**src/rtl/goomba_array_mover_if.sv**
```systemverilog
// goomba_array_mover_if
// Bundles the playfield inputs and per-Goomba outputs of goomba_array_mover.
//   background      tile map [row][col], one byte per tile
//   mario_x/y       Mario top-left position, pixels
//   mario_falling   Mario is moving downward
//   goomba_x/y      per-Goomba top-left position
//   goomba_alive    per-Goomba: walking or squashed
//   goomba_squashed per-Goomba: squashed, still visible
//   stomp           one-cycle strobe per stomp
//   lose            sticky loss flag
//   all_cleared     every Goomba is gone
// Handshake: this bus has no valid/ready pair. Mario inputs are level-sampled
// only in the cycle a Goomba is serviced; stomp is a single-cycle strobe and
// every other output is registered state, valid in every cycle.
interface goomba_array_mover_if #(
    parameter int NUM_GOOMBAS = 4
);
    logic [11:0][16:0][7:0]   background;
    int                       mario_x;
    int                       mario_y;
    logic                     mario_falling;
    int                       goomba_x [NUM_GOOMBAS];
    int                       goomba_y [NUM_GOOMBAS];
    logic [NUM_GOOMBAS-1:0]   goomba_alive;
    logic [NUM_GOOMBAS-1:0]   goomba_squashed;
    logic                     stomp;
    logic                     lose;
    logic                     all_cleared;

    modport master (
        output background, mario_x, mario_y, mario_falling,
        input  goomba_x, goomba_y, goomba_alive, goomba_squashed,
        input  stomp, lose, all_cleared
    );

    modport slave (
        input  background, mario_x, mario_y, mario_falling,
        output goomba_x, goomba_y, goomba_alive, goomba_squashed,
        output stomp, lose, all_cleared
    );
endinterface

```
**src/rtl/goomba_array_mover.sv**
```systemverilog
// goomba_array_mover
// Moves NUM_GOOMBAS Goombas along the ground row. A free-running tick counter
// divides vga_clock; every terminal count starts a scan that services one
// Goomba per cycle: stomp/loss resolution against Mario, then a one-step move
// that reverses on screen edges and solid tiles.
// Ports:
//   vga_clock   system clock
//   reset       asynchronous, active-high
//   bus         goomba_array_mover_if.slave (playfield in, Goomba state out)
//   scan_state  scan sequencer state (0 idle, 1 scanning)
module goomba_array_mover #(
    parameter int NUM_GOOMBAS     = 4,
    parameter int BDR             = 0,
    parameter int SKY             = 1,
    parameter int BLK             = 2,
    parameter int GND             = 3,
    parameter int CHARACTER_WIDTH = 42,
    parameter int SCREEN_WIDTH    = 640,
    parameter int BLOCK_WIDTH     = 40,
    parameter int GROUND_Y        = 360,
    parameter int STEP            = 1,
    parameter int TICK_DIVIDE     = 250000,
    parameter int SPAWN_X0        = 400,
    parameter int SPAWN_SPACING   = 60,
    parameter int SQUASH_TICKS    = 30,
    parameter int STOMP_MARGIN    = 12
) (
    input  logic                 vga_clock,
    input  logic                 reset,
    goomba_array_mover_if.slave  bus,
    output logic                 scan_state
);
    localparam int         IW  = (NUM_GOOMBAS > 1) ? $clog2(NUM_GOOMBAS) : 1;
    localparam logic [3:0] ROW = 4'(GROUND_Y / BLOCK_WIDTH);

    if (TICK_DIVIDE < NUM_GOOMBAS + 2) begin : g_bad_divide
        $error("TICK_DIVIDE must be at least NUM_GOOMBAS+2");
    end
    if (NUM_GOOMBAS < 1 || NUM_GOOMBAS > 8) begin : g_bad_count
        $error("NUM_GOOMBAS must be in 1..8");
    end
    if (BDR == SKY || BDR == BLK || BDR == GND || SKY == BLK || SKY == GND
        || BLK == GND) begin : g_bad_tiles
        $error("tile codes must be distinct");
    end

    typedef enum logic [1:0] {WALK_L, WALK_R, SQUASHED, DEAD} goomba_state_t;
    typedef enum logic {IDLE, SCAN} scan_state_t;

    int             x_q  [NUM_GOOMBAS];
    goomba_state_t  st_q [NUM_GOOMBAS];
    int             sq_q [NUM_GOOMBAS];
    int             tick_q;
    logic [IW-1:0]  idx_q;
    scan_state_t    scan_q, scan_d;
    logic           stomp_q, lose_q, cleared_q;

    logic           tick_done, last_idx, svc_en, all_dead;

    // service datapath for the Goomba selected by idx_q
    int             cur_x, cur_sq, dx, dy, nx, lead, col_raw, col_c;
    goomba_state_t  cur_st;
    logic [7:0]     tile;
    logic           overlap, stomp_hit, blocked;
    int             nxt_x, nxt_sq;
    goomba_state_t  nxt_st;
    logic           svc_stomp, svc_lose;

    // Only the ground row is consulted; fold the whole map so it is consumed.
    logic           unused_bits;
    assign unused_bits = ^bus.background;

    assign tick_done = (tick_q == TICK_DIVIDE - 1);
    assign last_idx  = (idx_q == IW'(NUM_GOOMBAS - 1));

    // ---------------- scan sequencer: state register ----------------
    always_ff @(posedge vga_clock or posedge reset) begin
        if (reset) scan_q <= IDLE;
        else       scan_q <= scan_d;
    end

    // ---------------- scan sequencer: next state ----------------
    always_comb begin
        scan_d = scan_q;
        case (scan_q)
            IDLE:    if (tick_done) scan_d = SCAN;
            SCAN:    if (last_idx)  scan_d = IDLE;
            default: scan_d = IDLE;
        endcase
    end

    // ---------------- scan sequencer: outputs ----------------
    always_comb begin
        svc_en     = (scan_q == SCAN);
        scan_state = scan_q;
    end

    // ---------------- per-Goomba service ----------------
    always_comb begin
        cur_x  = x_q[idx_q];
        cur_st = st_q[idx_q];
        cur_sq = sq_q[idx_q];

        dx = bus.mario_x - cur_x;
        dy = bus.mario_y - GROUND_Y;
        overlap   = ((dx < 0) ? -dx : dx) < CHARACTER_WIDTH
                 && ((dy < 0) ? -dy : dy) < CHARACTER_WIDTH;
        stomp_hit = overlap && bus.mario_falling
                 && (bus.mario_y + CHARACTER_WIDTH <= GROUND_Y + STOMP_MARGIN);

        nx   = (cur_st == WALK_L) ? cur_x - STEP : cur_x + STEP;
        // leading edge is the pixel column the Goomba is walking into
        lead = (cur_st == WALK_L) ? nx : nx + CHARACTER_WIDTH - 1;
        col_raw = lead / BLOCK_WIDTH;
        if (col_raw < 0)       col_c = 0;
        else if (col_raw > 16) col_c = 16;
        else                   col_c = col_raw;
        tile    = bus.background[ROW][5'(col_c)];
        blocked = (nx < 0) || (nx + CHARACTER_WIDTH > SCREEN_WIDTH)
               || (tile == 8'(BLK)) || (tile == 8'(GND));

        nxt_x     = cur_x;
        nxt_st    = cur_st;
        nxt_sq    = cur_sq;
        svc_stomp = 1'b0;
        svc_lose  = 1'b0;
        case (cur_st)
            WALK_L, WALK_R: begin
                if (stomp_hit) begin
                    nxt_st    = SQUASHED;
                    nxt_sq    = 0;
                    svc_stomp = 1'b1;
                end else begin
                    svc_lose = overlap;
                    if (blocked) nxt_st = (cur_st == WALK_L) ? WALK_R : WALK_L;
                    else         nxt_x  = nx;
                end
            end
            SQUASHED: begin
                nxt_sq = cur_sq + 1;
                if (cur_sq + 1 >= SQUASH_TICKS) nxt_st = DEAD;
            end
            default: ;
        endcase
    end

    always_comb begin
        all_dead = 1'b1;
        for (int i = 0; i < NUM_GOOMBAS; i++) begin
            if (st_q[i] != DEAD) all_dead = 1'b0;
        end
    end

    // ---------------- datapath registers ----------------
    always_ff @(posedge vga_clock or posedge reset) begin
        if (reset) begin
            tick_q    <= 0;
            idx_q     <= '0;
            stomp_q   <= 1'b0;
            lose_q    <= 1'b0;
            cleared_q <= 1'b0;
            for (int i = 0; i < NUM_GOOMBAS; i++) begin
                x_q[i]  <= SPAWN_X0 + i * SPAWN_SPACING;
                st_q[i] <= WALK_L;
                sq_q[i] <= 0;
            end
        end else begin
            tick_q <= tick_done ? 0 : tick_q + 1;
            if (tick_done && scan_q == IDLE) idx_q <= '0;
            else if (svc_en)                 idx_q <= idx_q + 1'b1;
            stomp_q <= svc_en && svc_stomp;
            if (svc_en && svc_lose) lose_q <= 1'b1;
            // registered one cycle behind the last Goomba entering DEAD
            cleared_q <= all_dead;
            for (int i = 0; i < NUM_GOOMBAS; i++) begin
                if (svc_en && idx_q == IW'(i)) begin
                    x_q[i]  <= nxt_x;
                    st_q[i] <= nxt_st;
                    sq_q[i] <= nxt_sq;
                end
            end
        end
    end

    // ---------------- outputs ----------------
    always_comb begin
        for (int i = 0; i < NUM_GOOMBAS; i++) begin
            bus.goomba_x[i]        = x_q[i];
            bus.goomba_y[i]        = GROUND_Y;
            bus.goomba_alive[i]    = (st_q[i] != DEAD);
            bus.goomba_squashed[i] = (st_q[i] == SQUASHED);
        end
        bus.stomp       = stomp_q;
        bus.lose        = lose_q;
        bus.all_cleared = cleared_q;
    end
endmodule

```
**src/flat_wrapper.sv**
```systemverilog
// flat-port wrapper written by rule: the top's interface ports become plain ports
module goomba_array_mover_flat 
#(
    parameter int NUM_GOOMBAS     = 4,
    parameter int BDR             = 0,
    parameter int SKY             = 1,
    parameter int BLK             = 2,
    parameter int GND             = 3,
    parameter int CHARACTER_WIDTH = 42,
    parameter int SCREEN_WIDTH    = 640,
    parameter int BLOCK_WIDTH     = 40,
    parameter int GROUND_Y        = 360,
    parameter int STEP            = 1,
    parameter int TICK_DIVIDE     = 250000,
    parameter int SPAWN_X0        = 400,
    parameter int SPAWN_SPACING   = 60,
    parameter int SQUASH_TICKS    = 30,
    parameter int STOMP_MARGIN    = 12
)
  (vga_clock, reset, scan_state, bus_background, bus_mario_x, bus_mario_y, bus_mario_falling, bus_goomba_x, bus_goomba_y, bus_goomba_alive, bus_goomba_squashed, bus_stomp, bus_lose, bus_all_cleared);
  goomba_array_mover_if #(.NUM_GOOMBAS(NUM_GOOMBAS)) bus_i ();
  input  logic vga_clock;
  input  logic reset;
  output logic scan_state;
  input wire logic [$bits(bus_i.background)-1:0] bus_background;
  input wire logic [$bits(bus_i.mario_x)-1:0] bus_mario_x;
  input wire logic [$bits(bus_i.mario_y)-1:0] bus_mario_y;
  input wire logic [$bits(bus_i.mario_falling)-1:0] bus_mario_falling;
  output wire logic [$bits(bus_i.goomba_x)-1:0] bus_goomba_x;
  output wire logic [$bits(bus_i.goomba_y)-1:0] bus_goomba_y;
  output wire logic [$bits(bus_i.goomba_alive)-1:0] bus_goomba_alive;
  output wire logic [$bits(bus_i.goomba_squashed)-1:0] bus_goomba_squashed;
  output wire logic [$bits(bus_i.stomp)-1:0] bus_stomp;
  output wire logic [$bits(bus_i.lose)-1:0] bus_lose;
  output wire logic [$bits(bus_i.all_cleared)-1:0] bus_all_cleared;
  assign bus_i.background = bus_background;
  assign bus_i.mario_x = bus_mario_x;
  assign bus_i.mario_y = bus_mario_y;
  assign bus_i.mario_falling = bus_mario_falling;
  assign bus_goomba_x = {>>{bus_i.goomba_x}};
  assign bus_goomba_y = {>>{bus_i.goomba_y}};
  assign bus_goomba_alive = bus_i.goomba_alive;
  assign bus_goomba_squashed = bus_i.goomba_squashed;
  assign bus_stomp = bus_i.stomp;
  assign bus_lose = bus_i.lose;
  assign bus_all_cleared = bus_i.all_cleared;
  goomba_array_mover #(.NUM_GOOMBAS(NUM_GOOMBAS), .BDR(BDR), .SKY(SKY), .BLK(BLK), .GND(GND), .CHARACTER_WIDTH(CHARACTER_WIDTH), .SCREEN_WIDTH(SCREEN_WIDTH), .BLOCK_WIDTH(BLOCK_WIDTH), .GROUND_Y(GROUND_Y), .STEP(STEP), .TICK_DIVIDE(TICK_DIVIDE), .SPAWN_X0(SPAWN_X0), .SPAWN_SPACING(SPAWN_SPACING), .SQUASH_TICKS(SQUASH_TICKS), .STOMP_MARGIN(STOMP_MARGIN)) u_core (.vga_clock(vga_clock), .reset(reset), .bus(bus_i), .scan_state(scan_state));
endmodule
```
**config.mk**
```make
export PLATFORM = sky130hd
export DESIGN_NAME = goomba_array_mover_flat
export DESIGN_NICKNAME = d
export VERILOG_FILES = /design/src/rtl/goomba_array_mover_if.sv /design/src/rtl/goomba_array_mover.sv /design/src/flat_wrapper.sv
export SDC_FILE = /design/constraint.sdc
export NUM_CORES = 1
export LEC_CHECK = 0
export CAP_MARGIN = 5
export CORE_AREA = 2 2 762 764
export DETAILED_ROUTE_END_ITERATION = 10
export DIE_AREA = 0 0 764 766
export MAX_ROUTING_LAYER = met4
export PLACE_DENSITY_LB_ADDON = 0.1
export SYNTH_ARGS = -nofsm -noshare
export SYNTH_HDL_FRONTEND = slang
export SYNTH_SLANG_ARGS = --single-unit
```
**constraint.sdc**
```tcl
create_clock -name vga_clock -period 19.9 [get_ports vga_clock]
set_clock_uncertainty 0.15 [all_clocks]
set_input_delay 2.985 -clock vga_clock [delete_from_list [all_inputs] [get_ports vga_clock]]
set_output_delay 2.985 -clock vga_clock [all_outputs]
set_load 0.1 [all_outputs]
```
==> reports/results.ini <==
[global_route]
grt_max_degree = 70
grt_pass1_vias = 37939
grt_pass1_wl_um = 293000
grt_use_met1_pct = 8.88
use_met3_pct = 0.818
antenna_found_initial = 23
busiest_layer = met2
met2_usage_pct = 12.0
grt_remaining_overflow = 0
track_usage_pct = 6.98

[yosys]
synthAdderAreaFrac_pct = 2.47
synthSimpleGateAreaFrac_pct = 27.7
netlist.area_leader.share_pct = 22.4
yosysMostFrequentCell = nand2_1
ys_types = 143
syn_inst = 4139
yosysWarnings = 0
synthFlopType = dfrtp_1
synthXorXnorAreaFrac_pct = 7.61
yosys-top-cells-count = nand2_1, nor2_1, dfrtp_1
synth-seq-cells = 302
synth-edff-count = 0
synth_seq_area_share_pct = 23.5
synthMuxAreaShare_pct = 6.97
syn-cell-area_um2 = 32200
synth_compound_area_share_pct = 24.3
yosysTopAreaCell = dfrtp_1
synthTopCellsByArea = dfrtp_1, nand2_1, mux4_2
synth_top_family_by_area = simple AND/OR/NAND/NOR gates
syn_avg_cell_area_um2 = 7.79
synth-async-reset-ratio_pct = 100

[timing]
slew_violations = 0
worst_pin_slew_ps = 1190
rsz0062_at_grt = true
holdWs_ps = 323
fin_crit_ps = 19690
finalCritPeriodShare_pct = 98.9
relSlewSlack_pct = 20.2
setup_viol = 0
hold_viol_final = 0
tns_ps = 0
final.setup.worst_slack_ps = 214
clock.fmax_mhz = 50.8

[critical_path]
max_stage_delay_ps = 590
critPathKind = reg -> reg
r2r_setup_slack_ps = 210
crit_arrival_ps = 20030
cpLargestDelayFamily = simple AND/OR/NAND/NOR gates
crit_top_cell = buf_4
worst-path-buf-inv = 27
cp-start-kind = register
cp_data_required_time_ps = 20250
crit_path_end_kind = register
slowest_stage = mux4_2
crit_fanout = 7

[flow_run]
max_cap_violations = 0

[cts]
clockRootBuffer = clkbuf_16
clk_pin_slew_worst_paths_ps = 60
cts_hold_buffers = 0
htreeDepth = 2
cts_buffers = 47
cts_tree = done
clk_latency_ps = 630
clk_path_buf_depth = 3
cts_sinks = 302

[placed_design]
dp_hpwl_um = 163000
dp_cells = 13007
dp_slack_ps = -2050
io_buffers = 325
gp_congestion = 0.732

[drt]
wirelength_um = 207000
drc = 0
vias = 36595
wl_per_cell_um = 15.6
avgViaCountPerCell = 2.76
postRouteAntennaNets = 0
drtIter0Drc = 1661
drt-pass1-iter-count = 6

[floorplanning]
die_h_um = 766
io_pins = 1967
start_util_pct = 5.59
fp.dieW_um = 764
design.die.area_um2 = 585000
rows = 279
core_region_area_um2 = 576000

[cells_and_area]
fin_cells = 13257
syn_to_final_growth_pct = 81.3
finish.utilization_pct = 10.1
drive_gt1_share_pct = 34.9
nets = 7244

[power]
p_leak_nw = 22.0
power_density_nw_per_um2 = 28.6
ir_drop_uv = 57.0

[run_status]
outcome = complete, no violations

[hold_path]
min_path_type = reg -> reg

[report_power, final]
group	total (W)	switching, W	leakage (nW)	internal (W)
combinational	0.000229	0.000172	18.4	0.0000570
clock	0.000829	0.000352	0.719	0.000477
sequential	0.000615	0	2.84	0.000615
[cells in the final DEF (no fill, tap or decap), types with 65 or more instances in the layout]
cell type,n
nor2_1,301
dfrtp_1,287
nor3_1,118
nand4_1,65
a21oi_1,103
inv_1,77
nand3_1,175
xor2_1,94
nand2_1,596
mux4_2,66
xnor2_1,139
buf_4,1086
o211ai_1,122
o21ai_0,243
clkdlybuf4s50_1,319
conb_1,128
buf_6,75
[layout make-up]
cell class / instances / area (um2)
Sequential cell: 302 / 7580
Inverter: 88 / 340
Multi-Input combinational cell: 3508 / 26000
Timing Repair Buffer: 1538 / 13400
Antenna cell: 11 / 27.5
Fill cell: 66930 / 518000
Clock buffer: 70 / 1330
Tap cell: 7727 / 9670
Clock inverter: 13 / 130
[path summary, 6_finish.rpt]
path / start / end / cells after the start
worst max-delay path: u_core.idx_q[0]$_DFFE_PP0P_ / u_core.bus.goomba_x[73]$_DFFE_PP0P_ / 89
worst max register to register: u_core.idx_q[0]$_DFFE_PP0P_ / u_core.bus.goomba_x[73]$_DFFE_PP0P_ / 89
worst min register to register: u_core.sq_q[104]$_DFFE_PP0P_ / u_core.sq_q[104]$_DFFE_PP0P_ / 2
min in group asynchronous: reset / u_core.bus.goomba_x[102]$_DFFE_PP0P_ / 2
worst min-delay path: u_core.sq_q[104]$_DFFE_PP0P_ / u_core.sq_q[104]$_DFFE_PP0P_ / 2
max in group asynchronous: reset / u_core.sq_q[30]$_DFFE_PP0P_ / 4
[cells by family after synthesis]
logic type | Yosys count
simple gates | 1807
compound gates | 1097
buf+inv | 458
flops | 302
xor+xnor | 271
mux | 139
fa+ha+maj | 63
other cells | 2
[sequential cells by signal (all words and copies together), names as in the netlist]
register,count
u_core.idx_q,2
u_core.bus.all_cleared,1
u_core.sq_q,128
u_core.st_q,8
u_core.scan_state,1
u_core.tick_q,32
u_core.bus.goomba_x,128
u_core.bus.lose,1
u_core.bus.stomp,1
[layer usage]
metal | up-vias | part of all wire, % | routed length [um]
met5 | - | 0 | 0
met4 | 0 | 1.6 | 3370
met3 | 126 | 2.6 | 5480
met2 | 447 | 50 | 103000
met1 | 18151 | 46 | 95300
li1 | 17871 | - | -
[worst register-to-register path: cells and delay by family, from the launching register on]
kind,cells,cell delay [ps]
adder cells (fa/ha/maj),2,510
buffers and inverters,27,4170
AO/OA/AOI/OAI,25,5810
flip-flops,1,470
AND/OR/NAND/NOR,32,7690
multiplexers,2,660
XOR/XNOR,1,140
[stage by stage]
step	power, W	cell area [um2]
after detailed placement	0.000854	52200
after floorplan	0.000804	32900
after global placement	0.000855	52200
final	0.00167	58500
after global routing	0.00175	58500
after CTS	0.00172	55800
[timing repair]
action	4_1_cts	5_1_grt
resized for setup	271	394
pin swaps	89	177
setup endpoints to repair	132	132
gates cloned	10	6
buffers inserted	65	86
Note: power is estimated with default switching activity, not from simulation.
